### src/rtl/md_seq_pkg.sv
// Shared definitions for the md_seq iterative multiply/divide unit:
// operation codes, FSM states, ALU op codes and iteration constants.
package md_seq_pkg;

    // Request operation select.
    typedef enum logic [1:0] {
        MD_MUL   = 2'b00,
        MD_MULHU = 2'b01,
        MD_DIVU  = 2'b10,
        MD_REMU  = 2'b11
    } md_op_e;

    // Sequencer states.
    typedef enum logic [1:0] {
        ST_IDLE = 2'b00,
        ST_RUN  = 2'b01,
        ST_DONE = 2'b10
    } md_state_e;

    // ALU operation codes.
    localparam logic [3:0] ALU_ADD = 4'b0000;
    localparam logic [3:0] ALU_SUB = 4'b0001;
    localparam logic [3:0] ALU_AND = 4'b0010;
    localparam logic [3:0] ALU_OR  = 4'b0011;
    localparam logic [3:0] ALU_XOR = 4'b0100;

    // One RUN cycle per operand bit.
    localparam int         MD_ITERS     = 32;
    localparam logic [4:0] MD_LAST_ITER = 5'(MD_ITERS - 1);

    // DIVU and REMU share the restoring-division datapath.
    function automatic logic is_div_op(input md_op_e op);
        return op[1];
    endfunction

endpackage

### src/rtl/md_seq_alu.sv
// Small 32-bit ALU; md_seq uses only its add and subtract functions.
module alu
    import md_seq_pkg::*;
(
    input  logic [31:0] a,
    input  logic [31:0] b,
    input  logic [3:0]  op,
    output logic [31:0] result,
    output logic        zero
);

    // Combinational operation select; unknown op codes yield zero.
    always_comb begin
        result = 32'd0;
        case (op)
            ALU_ADD: result = a + b;
            ALU_SUB: result = a - b;
            ALU_AND: result = a & b;
            ALU_OR:  result = a | b;
            ALU_XOR: result = a ^ b;
            default: result = 32'd0;
        endcase
        zero = (result == 32'd0);
    end

endmodule

### src/rtl/md_seq.sv
// md_seq: sequential 32-bit unsigned multiply / divide unit.
// One bit per RUN cycle (32 cycles), then a DONE state that registers
// the result and holds it until the consumer takes it.
// Handshakes: a transfer happens on a rising edge where valid && ready
// are both high; valid never depends on ready in the same cycle.
module md_seq
    import md_seq_pkg::*;
(
    input  logic        clk,
    input  logic        resetn,
    input  logic        in_valid,
    output logic        in_ready,
    input  logic [1:0]  in_op,
    input  logic [31:0] in_a,
    input  logic [31:0] in_b,
    output logic        out_valid,
    input  logic        out_ready,
    output logic [31:0] out_result,
    output logic        busy
);

    md_state_e   state;
    md_state_e   state_nxt;
    logic [4:0]  cnt;
    md_op_e      op_q;
    logic [31:0] a_q;
    logic [31:0] b_q;
    logic [31:0] hi;
    logic [31:0] lo;
    logic [31:0] rem;
    logic [31:0] quo;
    logic [31:0] res_q;
    logic        res_vld;

    logic        accept;
    logic        out_fire;
    logic        div_mode;

    logic [3:0]  alu_op;
    logic [31:0] alu_a;
    logic [31:0] alu_b;
    logic [31:0] alu_y;
    logic        alu_zero_unused;

    logic [31:0] mul_sum;
    logic        mul_carry;
    logic [31:0] div_t;
    logic        div_g;
    logic [31:0] result_sel;

    assign accept   = in_valid && (state == ST_IDLE);
    assign out_fire = res_vld && out_ready;
    assign div_mode = is_div_op(op_q);

    // Divide step: shift next dividend bit into the partial remainder.
    // A set rem[31] means the shifted value overflowed 32 bits, so it is
    // certainly >= b and the truncated ALU difference is still correct.
    assign div_t = {rem[30:0], quo[31]};
    assign div_g = rem[31] || !(div_t < b_q);

    // Multiply step: conditional add, carry recovered from wrap-around.
    assign mul_sum   = lo[0] ? alu_y : hi;
    assign mul_carry = lo[0] && (mul_sum < hi);

    // Single ALU shared between the add (multiply) and subtract (divide) paths.
    always_comb begin
        alu_op = ALU_ADD;
        alu_a  = hi;
        alu_b  = a_q;
        if (div_mode) begin
            alu_op = ALU_SUB;
            alu_a  = div_t;
            alu_b  = b_q;
        end
    end

    alu u_alu (
        .a      (alu_a),
        .b      (alu_b),
        .op     (alu_op),
        .result (alu_y),
        .zero   (alu_zero_unused)
    );

    // Pick the architectural result for the latched operation.
    always_comb begin
        result_sel = lo;
        case (op_q)
            MD_MUL:   result_sel = lo;
            MD_MULHU: result_sel = hi;
            MD_DIVU:  result_sel = quo;
            MD_REMU:  result_sel = rem;
            default:  result_sel = lo;
        endcase
    end

    // FSM state register.
    always_ff @(posedge clk) begin
        if (!resetn) begin
            state <= ST_IDLE;
        end else begin
            state <= state_nxt;
        end
    end

    // FSM next-state logic.
    always_comb begin
        state_nxt = state;
        case (state)
            ST_IDLE: if (accept) state_nxt = ST_RUN;
            ST_RUN:  if (cnt == MD_LAST_ITER) state_nxt = ST_DONE;
            ST_DONE: if (out_fire) state_nxt = ST_IDLE;
            default: state_nxt = ST_IDLE;
        endcase
    end

    // FSM outputs; the result bus is forced to zero when not valid.
    always_comb begin
        in_ready   = (state == ST_IDLE);
        busy       = (state != ST_IDLE);
        out_valid  = (state == ST_DONE) && res_vld;
        out_result = out_valid ? res_q : 32'd0;
    end

    // Datapath: operand capture, one iteration per RUN cycle, result register.
    always_ff @(posedge clk) begin
        if (!resetn) begin
            cnt     <= 5'd0;
            op_q    <= MD_MUL;
            a_q     <= 32'd0;
            b_q     <= 32'd0;
            hi      <= 32'd0;
            lo      <= 32'd0;
            rem     <= 32'd0;
            quo     <= 32'd0;
            res_q   <= 32'd0;
            res_vld <= 1'b0;
        end else begin
            case (state)
                ST_IDLE: begin
                    if (accept) begin
                        op_q    <= md_op_e'(in_op);
                        a_q     <= in_a;
                        b_q     <= in_b;
                        cnt     <= 5'd0;
                        hi      <= 32'd0;
                        lo      <= in_b;
                        rem     <= 32'd0;
                        quo     <= in_a;
                        res_vld <= 1'b0;
                    end
                end
                ST_RUN: begin
                    cnt <= cnt + 5'd1;
                    if (div_mode) begin
                        rem <= div_g ? alu_y : div_t;
                        quo <= {quo[30:0], div_g};
                    end else begin
                        hi <= {mul_carry, mul_sum[31:1]};
                        lo <= {mul_sum[0], lo[31:1]};
                    end
                end
                ST_DONE: begin
                    if (!res_vld) begin
                        res_q   <= result_sel;
                        res_vld <= 1'b1;
                    end else if (out_fire) begin
                        res_vld <= 1'b0;
                    end
                end
                default: begin
                    res_vld <= 1'b0;
                end
            endcase
        end
    end

endmodule

### config.mk
export PLATFORM = sky130hd
export DESIGN_NAME = md_seq
export DESIGN_NICKNAME = d
export VERILOG_FILES = /design/src/rtl/md_seq_pkg.sv /design/src/rtl/md_seq_alu.sv /design/src/rtl/md_seq.sv
export SDC_FILE = /design/constraint.sdc
export NUM_CORES = 1
export LEC_CHECK = 0
export CORE_MARGIN = 1.5
export CORE_UTILIZATION = 46
export CTS_CLUSTER_DIAMETER = 100
export CTS_CLUSTER_SIZE = 20
export DETAILED_ROUTE_END_ITERATION = 6
export SLEW_MARGIN = 30
export SYNTH_ARGS = -nofsm -noshare
export SYNTH_HDL_FRONTEND = slang
export SYNTH_SLANG_ARGS = --single-unit
### constraint.sdc
create_clock -name clk -period 19.4 [get_ports clk]
set_clock_uncertainty 0.05 [all_clocks]
set_input_delay 3.88 -clock clk [delete_from_list [all_inputs] [get_ports clk]]
set_output_delay 3.88 -clock clk [all_outputs]
set_load 0.01 [all_outputs]
==> results of run 1 <==
==> synthesized netlist by cell type (10+ instances only) <==
master and number:
mux4_2 32, a21oi_1 170, inv_1 78, nand2_1 441, o211ai_1 10, nand3_1 27
mux2i_1 37, buf_1 14, a311oi_1 63, and2_1 45, nor2_1 139, o22ai_1 11
o21ai_0 110, ha_1 98, xnor2_1 32, xor2_1 19, a211oi_1 10, clkbuf_1 99
nor4_1 13, dfxtp_1 234, nand4_1 13, a22oi_1 20, a32oi_1 12, a21o_1 38
nor3_1 27
==> cell families after synthesis <==
group,count (synthesis),synth area share (%)
adder cells (fa/ha/maj),99,8.359
flip-flops,234,31.42
multiplexers,75,7.772
AND/OR/NAND/NOR,752,21.64
XOR/XNOR,51,2.996
buffers and inverters,203,5.212
AO/OA/AOI/OAI,520,22.60
==> power breakdown <==
| group | switching, W | internal (W) | total (W) | leakage, nW |
|---|---|---|---|---|
| clock | 0.000173 | 0.000141 | 0.000314 | 0.195 |
| combinational | 0.000205 | 0.000129 | 0.000334 | 4.20 |
| sequential | 0.0000292 | 0.000504 | 0.000534 | 1.91 |
| total | 0.000407 | 0.000775 | 0.00118 | 6.30 |
==> worst max path at each step <==
stage                               from              endpoint  slack (ns)  cells after the start
floorplan           op_q[1]$_SDFFE_PN0P_   hi[31]$_SDFFE_PN0P_       13.19                     28
global placement                  resetn  rem[26]$_SDFFE_PN0P_       12.21                      5
detailed placement                resetn  rem[18]$_SDFFE_PN0P_       12.21                      5
CTS                 op_q[1]$_SDFFE_PN0P_   hi[31]$_SDFFE_PN0P_       12.52                     25
global route        op_q[1]$_SDFFE_PN0P_   hi[31]$_SDFFE_PN0P_       11.97                     25
finish              op_q[1]$_SDFFE_PN0P_   hi[31]$_SDFFE_PN0P_       12.51                     25
==> registers in the layout (all words and copies together) (netlist names) <==
signal / count
op_q: 2
a_q: 32
state: 2
hi: 32
res_q: 32
res_vld: 1
rem: 32
b_q: 32
quo: 32
lo: 32
cnt: 5
==> stage by stage <==
| step | util [%] | power [W] |
|---|---|---|
| after floorplan | - | 0.0007637 |
| after global placement | 50.93 | 0.0008676 |
| after detailed placement | 51.00 | 0.0008713 |
| after CTS | 52.25 | 0.001181 |
| after global routing | 52.27 | 0.001236 |
| final | 52.27 | 0.001181 |
==> worst reg2reg max path, delay by kind of cell, from the launching register on <==
| kind | cells | cell delay, ns |
|---|---|---|
| AO/OA/AOI/OAI | 12 | 2.29 |
| AND/OR/NAND/NOR | 5 | 1.56 |
| adder cells (fa/ha/maj) | 3 | 0.84 |
| flip-flops | 1 | 0.72 |
| buffers and inverters | 1 | 0.55 |
| multiplexers | 2 | 0.45 |
| XOR/XNOR | 2 | 0.38 |
==> layout make-up <==
cell class                      count  area [sq um]
Inverter                           80         305.3
Tap cell                          402         503.0
Clock buffer                       16         379.1
Timing Repair Buffer              122          1184
Fill cell                        3088         15140
Sequential cell                   234          4691
Multi-Input combinational cell   1497          9499
Clock inverter                      2         17.52
==> metal layers <==
layer	part of all wire, %	track usage [%]
met5	0	0
met2	41	41.81
met4	1.1	4.197
met3	10	5.759
met1	48	44.96
==> metrics.txt, run 1 <==
outcome finished, violations left; failing checks design-rule violations; Worst VDD drop 0.00004183 V; post-detailed-route wirelength per cell 20.97 microns; Slew headroom 36.48%; Yosys warnings 0; total gr overflow 0; Setup crit end kind flip-flop; Longest Clk Path Bufs 3; width of the die 183.0 microns; CP Data Arrival Time 7.29 ns; Crit Path Max Fanout 47; Via density 6.134; Slowest-stage cell, CP dfxtp_4; worst hold slack 0.4023 ns; global-route wire length before repair 75,780 microns; PortBufs 104; Crit path top cell by count a21o_1; fmax 0.1451 GHz; gp weighted congestion 0.9126; initial antenna violation count 1; vias in the first global route 13.10k; syn nets 2,103; final worst path period need 6.892 ns; Top FF cell, synth dfxtp_1; final slew viol count 0; Setup TNS 0 ns; cell accounting for the most synthesized area dfxtp_1; CTS tree done; worst reg2reg path endpoint hi[31]$_SDFFE_PN0P_; clock sink total 234; register bit count reported by yosys 234; fin area 16,580 sq um; worst skew pair latency 0.50 ns; all-layer global routing usage 29.01%; Ant. Diodes 0; WL final 49,340 microns; post-CTS sizing 0; CTS Hold Bufs 0; Root Buffer Master clkbuf_16; worst hold path depth 2; critical path type reg2reg; Tcrit/Tclk final 35.53%; Leak 6.303 nW; Setup Buffers After CTS 0; R2R Setup Slk 12.51 ns; Cell Pwr Density 71.26 nW/um^2; setup violators final 0; largest net degree at the start of global routing 113; post-synthesis cell count 1,934; data required time at the worst endpoint 19.80 ns; Worst Path Buf+Inv 1; H-tree depth 1; Synth Cell Area 14,910 sq um; Antenna Violating Nets Remaining 0; RSZ-0062 raised after global routing no; Hold Vio Cnt, Final 0; DP Cell Count 2,335; synth top area cells dfxtp_1, nand2_1, ha_1; TritonCTS Buffers 15; most frequent cells in the layout nand2_1, dfxtp_1, a21oi_1; Post-route DRC 2; # IOs 105; Critical R2R Launch op_q[1]$_SDFFE_PN0P_; max cap viols 0; Yosys top cell area share 31.42%; share of layout cells above drive strength 1 5.331%; DR vias 14.43k; clk slew on worst S/H paths 0.09 ns; CP top delay family compound AO/OA/AOI/OAI gates; DRC marker count from the first detailed-route iteration 1,427; Async SR Flop Fraction 0%; Largest stage delay, worst path 0.72 ns; Die Span Y 183.0 microns; DP HPWL 36,430 microns; Slew @ Worst Pin 0.9528 ns; post-synthesis cell type count 74; Critical Path Start Type flip-flop; Post-Syn Area per Cell 7.708 sq um; sequential fraction of the synthesis area 31.42%; synthesis-to-finish area growth 11.20%; Hold Crit Class reg2reg; # rows 65; R2R depth 25; dpl cell area 16,180 sq um; Hold Path End res_q[26]$_SDFFE_PN0P_; setup ws final 12.51 ns; pre-CTS setup slack 12.21 ns; Finished Layout Cells 2,353; Core Area 31,720 sq um; Post-synth EDFFs 0; drt first pass iters 7; Final nets 2,119; initial cell density of the core 47.00%; commonest non-fill, non-tap cell in the layout nand2_1; Hold Startpoint res_q[26]$_SDFFE_PN0P_; die area 33,500 sq um
No activity file was read; power rests on OpenSTA's default activity.
==> inputs of run 2 (changes only) <==
- clock period: 19.4 -> 6.9 ns (I/O delays scaled with it)
==> run 2 against run 1 <==
The run now ends clean. Sequential share of layout area down 0.15 points. Sequential power rose to 2.8 times the previous value. Worst setup slack worse by 12 ns. Maximum frequency up 13%. Register-to-register slack worse by 12 ns. Global-route usage up 0.78 points. Via count down 0.70%. Die area unchanged. Routed wire length up 2.1%. Combinational power rose to 2.8 times the previous value.
==> metrics.txt, run 2 (synthesis gave the netlist of run 1 again) <==
initial antenna violation count 1 (unchanged); clock sink total 234 (unchanged); CP Data Arrival Time 6.50 ns (-0.79 ns); TritonCTS Buffers 16 (+1); DR vias 14.33k (-0.70%); DP HPWL 37,160 microns (+2.0%); share of layout cells above drive strength 1 5.720% (+0.39 points); Tcrit/Tclk final 88.33% (+53 points); data required time at the worst endpoint 7.30 ns (-12.50 ns); Hold Vio Cnt, Final 0 (unchanged); worst hold slack 0.4010 ns (-0.001270 ns); setup violators final 0 (unchanged); global-route wire length before repair 77,470 microns (+2.2%); Setup Buffers After CTS 0 (unchanged); Slew headroom 35.44% (-1.0 points); Crit Path Max Fanout 46 (-2.1%); clk slew on worst S/H paths 0.09 ns (about the same); Antenna Violating Nets Remaining 0 (unchanged); Critical Path Start Type flip-flop; fmax 0.1641 GHz (+13%); # IOs 105 (unchanged); largest net degree at the start of global routing 115 (+1.8%); Setup TNS 0 ns (unchanged); Longest Clk Path Bufs 3 (unchanged); drt first pass iters 7 (unchanged); Slew @ Worst Pin 0.9534 ns (+0.0006237 ns); Root Buffer Master clkbuf_16; max cap viols 0 (unchanged); # rows 65 (unchanged); WL final 50,360 microns (+2.1%); final worst path period need 6.095 ns (-0.7976 ns); CTS tree done; final slew viol count 0 (unchanged); RSZ-0062 raised after global routing no; Leak 6.351 nW (+0.76%); Cell Pwr Density 204.9 nW/um^2 (+190%); CTS Hold Bufs 0 (unchanged); DRC marker count from the first detailed-route iteration 1,689 (+18%); Hold Crit Class reg2reg; PortBufs 104 (unchanged); outcome complete, no violations; initial cell density of the core 47.00% (unchanged); Setup crit end kind flip-flop; Total Power 0.003416 W (+190%); H-tree depth 1 (unchanged); width of the die 183.0 microns (unchanged); die area 33,500 sq um (unchanged); fin area 16,680 sq um (+0.60%); Core Area 31,720 sq um (unchanged); commonest non-fill, non-tap cell in the layout nand2_1; total gr overflow 0 (unchanged); vias in the first global route 12.91k (-1.5%); Final nets 2,123 (+0.19%); post-detailed-route wirelength per cell 21.33 microns (+1.7%); Via density 6.070 (-1.0%); dpl cell area 16,200 sq um (+0.14%); worst skew pair latency 0.51 ns (about the same); gp weighted congestion 0.9162 (+0.39%); Die Span Y 183.0 microns (unchanged); post-CTS sizing 0 (unchanged); all-layer global routing usage 29.79% (+0.78 points); most frequent cells in the layout nand2_1, dfxtp_1, a21oi_1; synthesis-to-finish area growth 11.87%; Worst VDD drop 0.0001112 V (+170%); critical path type reg2reg; Post-route DRC 0 (-2)
-- run 2: cell types whose count changed in the layout (fill, tap and decap cells not counted) --
cell       before  now
buf_4          17   20
clkbuf_16      15   17
and3_1          9    8
and3_2          0    1
buf_6           0    1
buf_8           1    0
clkbuf_8        0    1
clkinv_8        0    1
dfxtp_2         2    1
dfxtp_4         1    2
diode_2         0    1
nor3_2          0    1
nor3_4          1    0
-- run 2: path summary, 6_finish.rpt --
| check | from | end | slack (ns) | cells past startpoint |
|---|---|---|---|---|
| min | res_q[20]$_SDFFE_PN0P_ | res_q[20]$_SDFFE_PN0P_ | 0.40 | 2 |
| max reg2reg | op_q[1]$_SDFFE_PN0P_ | hi[31]$_SDFFE_PN0P_ | 0.81 | 24 |
| max | op_q[1]$_SDFFE_PN0P_ | hi[31]$_SDFFE_PN0P_ | 0.81 | 24 |
| min reg2reg | res_q[20]$_SDFFE_PN0P_ | res_q[20]$_SDFFE_PN0P_ | 0.40 | 2 |
-- run 2: cell type report --
class                      instances  area (sq um)
clock inverter                     3         33.78
timing repair buffer             125          1202
inverter                          80         305.3
fill                            3069         15040
clock buffer                      19         442.9
tap                              402         503.0
multi-input combinational       1497          9494
antenna                            1         2.502
sequential                       234          4693
-- run 2: critical path, cell delays in order (launching register included) --
cell and delay, ns:
dfxtp_4 0.38, buf_4 0.41, a31oi_1 0.16, nor2b_1 0.45, o2111ai_1 0.30, or2_2 0.42, xor2_1 0.16, o21ai_0 0.39
ha_1 0.30, nand2_1 0.10, or4_1 0.47, a21oi_1 0.24, nor2_1 0.15, o21bai_1 0.22, xnor2_1 0.19, mux2i_1 0.12
ha_1 0.32, a21o_1 0.18, a21o_1 0.17, a21o_1 0.17, a21o_1 0.17, a21oi_1 0.13, o21ai_0 0.10, a21oi_1 0.15
o21a_1 0.13
-- run 2: per-stage QoR --
stage | std cells | util, % | worst slack, ns
final | 2361 | 52.58 | 0.8051
after CTS | 2360 | 52.57 | 0.8975
after global routing | 2360 | 52.57 | 0.3386
after detailed placement | 2338 | 51.07 | 0.9298
after floorplan | 1934 | - | 0.6895
after global placement | 2338 | 51.02 | 1.099
-- run 2: report_power, final --
part           internal, W  leakage [nW]  switching [W]
Clock             0.000464         0.233       0.000518
Sequential         0.00142          1.91      0.0000792
Combinational     0.000364          4.21       0.000573
-- run 2: per-layer routing --
metal / part of all wire [%] / wire length, microns / GRT usage [%] / vias to the layer above
li1: - / - / - / 6869
met1: 49 / 24690 / 47.57 / 6881
met2: 41 / 20680 / 42.17 / 533
met3: 8.4 / 4220 / 4.150 / 49
met4: 1.5 / 764 / 5.246 / 0
met5: 0 / 0 / 0 / -
